$ cat config.mk
export PLATFORM = sky130hd
export DESIGN_NAME = pcler_counter
export DESIGN_NICKNAME = d
export VERILOG_FILES = /design/src/rtl/pcler_counter.sv
export SDC_FILE = /design/constraint.sdc
export NUM_CORES = 1
export LEC_CHECK = 0
export ABC_AREA = 1
export CAP_MARGIN = 5
export CORE_MARGIN = 1
export CORE_UTILIZATION = 40
export DETAILED_ROUTE_END_ITERATION = 6
export PLACE_DENSITY = 0.74
export SKIP_CTS_REPAIR_TIMING = 1
export SLEW_MARGIN = 20
export SYNTH_ARGS = -nofsm -noshare
export SYNTH_HDL_FRONTEND = slang
export SYNTH_SLANG_ARGS = --single-unit
$ cat constraint.sdc
create_clock -name clk -period 2.15 [get_ports clk]
set_input_delay 0.3225 -clock clk [delete_from_list [all_inputs] [get_ports clk]]
set_output_delay 0.3225 -clock clk [all_outputs]
set_load 0.005 [all_outputs]
$ cat src/rtl/pcler_counter.sv
`default_nettype none
// ============================================================================
//  Module   : pcler_counter
//  Purpose  : Parametrised loadable up/down counter with a programmable
//             auto-reload register, one-shot stop mode and a combinational
//             terminal-count output for building wide counters by cascading
//             (stage N tc drives stage N+1 en).
//  Revision : 1.0  initial release
// ----------------------------------------------------------------------------
//  Parameters
//    WIDTH       counter / reload width in bits (2..32)
//    RELOAD_RST  reset value of the reload register
//  Ports
//    clk      in   rising-edge clock
//    rst_n    in   asynchronous active-low reset
//    clr      in   synchronous clear of count and done (highest priority)
//    ld       in   synchronous load of d into count, clears done
//    d        in   parallel load data
//    rl_we    in   reload register write enable
//    rl_d     in   reload register write data
//    en       in   count enable / cascade input
//    up       in   1 = count up (terminal all ones), 0 = down (terminal 0)
//    oneshot  in   1 = stop at terminal instead of reloading
//    count    out  current count register
//    tc       out  combinational terminal count for cascading
//    wrap     out  registered one-cycle pulse: a reload or stop occurred
//    done     out  sticky one-shot-reached-terminal flag
// ============================================================================
module pcler_counter #(
  parameter int unsigned        WIDTH      = 8,
  parameter logic [WIDTH-1:0]   RELOAD_RST = '0
) (
  input  logic             clk,
  input  logic             rst_n,
  input  logic             clr,
  input  logic             ld,
  input  logic [WIDTH-1:0] d,
  input  logic             rl_we,
  input  logic [WIDTH-1:0] rl_d,
  input  logic             en,
  input  logic             up,
  input  logic             oneshot,
  output logic [WIDTH-1:0] count,
  output logic             tc,
  output logic             wrap,
  output logic             done
);

  logic [WIDTH-1:0] reload;
  logic [WIDTH-1:0] term_val;
  logic             at_term;

  logic [WIDTH-1:0] count_nxt;
  logic             done_nxt;
  logic             wrap_nxt;

  // Terminal value follows the current direction with no register stage.
  assign term_val = up ? {WIDTH{1'b1}} : {WIDTH{1'b0}};
  assign at_term  = (count == term_val);

  // Suppressed by ld/clr so an upper cascade stage never advances on a cycle
  // where this stage is being overwritten rather than wrapping.
  assign tc = en & at_term & ~ld & ~clr;

  always_comb begin
    count_nxt = count;
    done_nxt  = done;
    wrap_nxt  = 1'b0;
    if (clr) begin
      count_nxt = '0;
      done_nxt  = 1'b0;
    end else if (ld) begin
      count_nxt = d;
      done_nxt  = 1'b0;
    end else if (en) begin
      if (done) begin
        // one-shot already finished: hold everything, no further wrap pulse
        count_nxt = count;
      end else if (at_term) begin
        wrap_nxt = 1'b1;
        if (oneshot) begin
          done_nxt = 1'b1;
        end else begin
          // reload register is read before any same-cycle write lands
          count_nxt = reload;
        end
      end else if (up) begin
        count_nxt = count + {{(WIDTH-1){1'b0}}, 1'b1};
      end else begin
        count_nxt = count - {{(WIDTH-1){1'b0}}, 1'b1};
      end
    end
  end

  always_ff @(posedge clk or negedge rst_n) begin
    if (!rst_n) begin
      count  <= '0;
      reload <= RELOAD_RST;
      wrap   <= 1'b0;
      done   <= 1'b0;
    end else begin
      count <= count_nxt;
      done  <= done_nxt;
      wrap  <= wrap_nxt;
      if (rl_we) begin
        reload <= rl_d;
      end
    end
  end

endmodule
`default_nettype wire
==> results of run 1 <==
==> where the power goes <==
group | switching (mW) | internal, mW
Combinational | 0.193 | 0.210
Sequential | 0.0288 | 0.371
Clock | 0.0990 | 0.0651
Total | 0.321 | 0.646
==> synthesized netlist by cell type <==
library cell,count
nor2_4,2
fa_1,1
dfrtp_1,18
nand3_1,10
nor3_1,1
a21oi_1,9
nand2_1,60
inv_1,22
o21ai_0,6
clkbuf_1,1
mux2_2,5
nor2_1,21
o21ai_1,2
clkbuf_4,1
or2_2,1
nand3b_1,1
buf_6,1
nor4_1,1
ha_1,6
a31oi_1,1
clkinv_2,1
xnor2_1,1
o21ai_2,2
nand2_2,6
nand4_1,3
inv_2,5
==> layout make-up <==
type | count | area (µm²)
multi-input combinational | 139 | 739.5
tap | 44 | 55.05
clock buffer | 3 | 22.52
timing repair buffer | 52 | 480.5
inverter | 28 | 108.9
fill | 292 | 1221
sequential | 18 | 450.4
==> flip-flops by register name (all words and copies together) (netlist names) <==
signal  flops
count       8
done        1
reload      8
wrap        1
==> cell usage in the layout (no fill, tap or decap), drive strengths merged <==
cell,Yosys,layout
nand3,10,10
fa,1,1
clkinv,1,1
xnor2,1,1
a21oi,9,9
a31oi,1,1
buf,1,18
nand4,3,3
nor3,1,1
nor4,1,1
nand3b,1,1
clkdlybuf4s50,0,32
o21ai,10,10
dlymetal6s2s,0,2
nor2,23,23
nand2,66,66
dfrtp,18,18
inv,27,27
mux2,5,5
ha,6,6
clkbuf,2,3
or2,1,1
==> metrics by stage <==
stage | instances | utilization, %
global placement | 281 | 58.94
detailed placement | 281 | 58.94
CTS | 284 | 59.67
floorplan | 188 | -
finish | 284 | 60.33
global route | 284 | 60.33
==> cells by family after synthesis <==
logic type,Yosys count
buf+inv,31
compound gates,20
mux,5
fa+ha+maj,7
xor+xnor,1
flops,18
simple gates,106
==> metal layers <==
metal  vias up  part of all wire [%]
met5         -                     0
met4         0                  0.81
met3         4                   2.7
met2        27                    47
met1       582                    49
li1        696                     -
==> how the worst min path moves through the flow <==
stage	start	to	cells past startpoint
finish	rst_n	reload[3]	2
global route	rst_n	done	2
CTS	rst_n	done	2
detailed placement	done	wrap	1
global placement	done	wrap	1
floorplan	rst_n	count[0]	0
==> flow_summary.toml, run 1 <==
[logic_synthesis]
synthMuxAreaShare_pct = 4.310
avgSynthCellArea_um2 = 6.948
synth-xor-area-share_pct = 0.6705
netlist_area_mm2 = 0.001306
yosys_warnings = 0
synth_top_family_by_area = "simple AND/OR/NAND/NOR gates"
synth-compound-area-share_pct = 8.333
yosysTopAreaCellShare_pct = 34.48
synthSimpleGateAreaFrac_pct = 35.06
synthAdderAreaFrac_pct = 7.280
synth_top_area_cell = "dfrtp_1"
synth_cells = 188
synth_seq_cells = 18
synth.top_cells.by_area = "dfrtp_1 34%, nand2_1 17%, inv_1 6.3%"
synth_nets = 219
yosysSeqAreaShare_pct = 34.48
synth_cell_types = 26

[detailed_routing]
vias = 1309
drtAntennaViolNets = 0
wl_per_cell_um = 10.86
via_per_inst = 4.609
first_pass_iters = 4
drt_iter0_drc = 53
drc = 0
finalWirelength_um = 3083

[grt]
grt_overflow = 0
grt_pass1_wl_um = 5154
antenna_found_initial = 0
grt_pass1_vias = 1210
grt_max_degree = 19
use_met2_pct = 33.60
met1_usage_pct = 26.80
top_usage_layer = "met2"
grt_use_met3_pct = 1.310
grt_usage_pct = 19.72

[setup_path]
path_max_fanout = 3
startpoint = "count[3]"
crit_path_end_kind = "output pin"
cp_data_required_time_ns = 1.83
crit_path_frequent_cell = "nand2_2"
crit_buf_inv = 2
reg2reg_slack_ns = 0.29
critical-path-slowest-cell = "dfrtp_1"
crit_cells = 8
cp-start-kind = "register"
crit_type = "reg2out"
r2r_start = "count[3]"
crit_path_max_incr_delay_ns = 0.44
timing.rr.end = "count[6]"
endpoint = "tc"
r2r_cells = 12
cp_top_family = "flip-flops"
crit_chain = "ha_1 > nand2_2 > inv_2 > nand2_2 > nor2_4 > nand2_2 > nor3_1 > dlymetal6s2s_1"
critPathArrivalTime_ns = 1.66

[clock_network]
clkSinkCount = 18
numCtsBuffers = 3
root_buffer = "clkbuf_4"
cts_buffer_depth = 2
cts_tree = "yes"
cts_max_level = 1
clk_pin_slew_worst_paths_ns = 0.10
clk_latency_ns = 0.29

[placed_design]
place_ws_ns = -0.3853
port_buffers = 34
dpl_cell_area_mm2 = 0.001814
hpwl_um = 2463
gp_congestion = 0.8722

[timing]
layout_min_cycle_time_ns = 1.978
hold_viol_final = 0
setup_tns_ns = 0
whs_ns = 0.3496
drv_slew = 0
worst_slew_pin_slew_ns = 0.3819
slew_headroom_pct = 74.51
setup-violations-final = 0
fin_skew_ns = 0.004820
rsz0062_at_grt = "false"
setup_ws_ns = 0.1717
timing.fmax_ghz = 0.5055
fin_crit_sh_pct = 92.02

[status]
status = "completed"

[floorplanning]
die_h_um = 59.15
ioPinCount = 35
initial_core_util_pct = 42.44
coreArea_mm2 = 0.003078
die-area_mm2 = 0.003498
die_x_um = 59.15
placementRows = 20

[hold_path]
hold_class = "in2async"

[cells_and_area]
antenna_cells = 0
design_area_mm2 = 0.001857
syn2layout_area_growth_pct = 42.15
drive_above_1_share_pct = 18.33
fin_nets = 273

[power_and_ir_drop]
ir_drop_mv = 0.3612
p_leak_nw = 0.9783
p_per_area_mw_per_mm2 = 520.8
finalPower_mw = 0.9671

[run]
max_cap_violations = 0
Note: power is estimated with default switching activity, not from simulation.
==> run 2, diff against run 1 <==
--- a/config.mk
+++ b/config.mk
@@ -7,7 +7,6 @@
 export LEC_CHECK = 0
 export ABC_AREA = 1
 export CAP_MARGIN = 5
-export CORE_MARGIN = 1
 export CORE_UTILIZATION = 40
 export DETAILED_ROUTE_END_ITERATION = 6
 export PLACE_DENSITY = 0.74
==> results of run 2 <==
The final DEF is identical to that of run 1; final timing and power are the same.
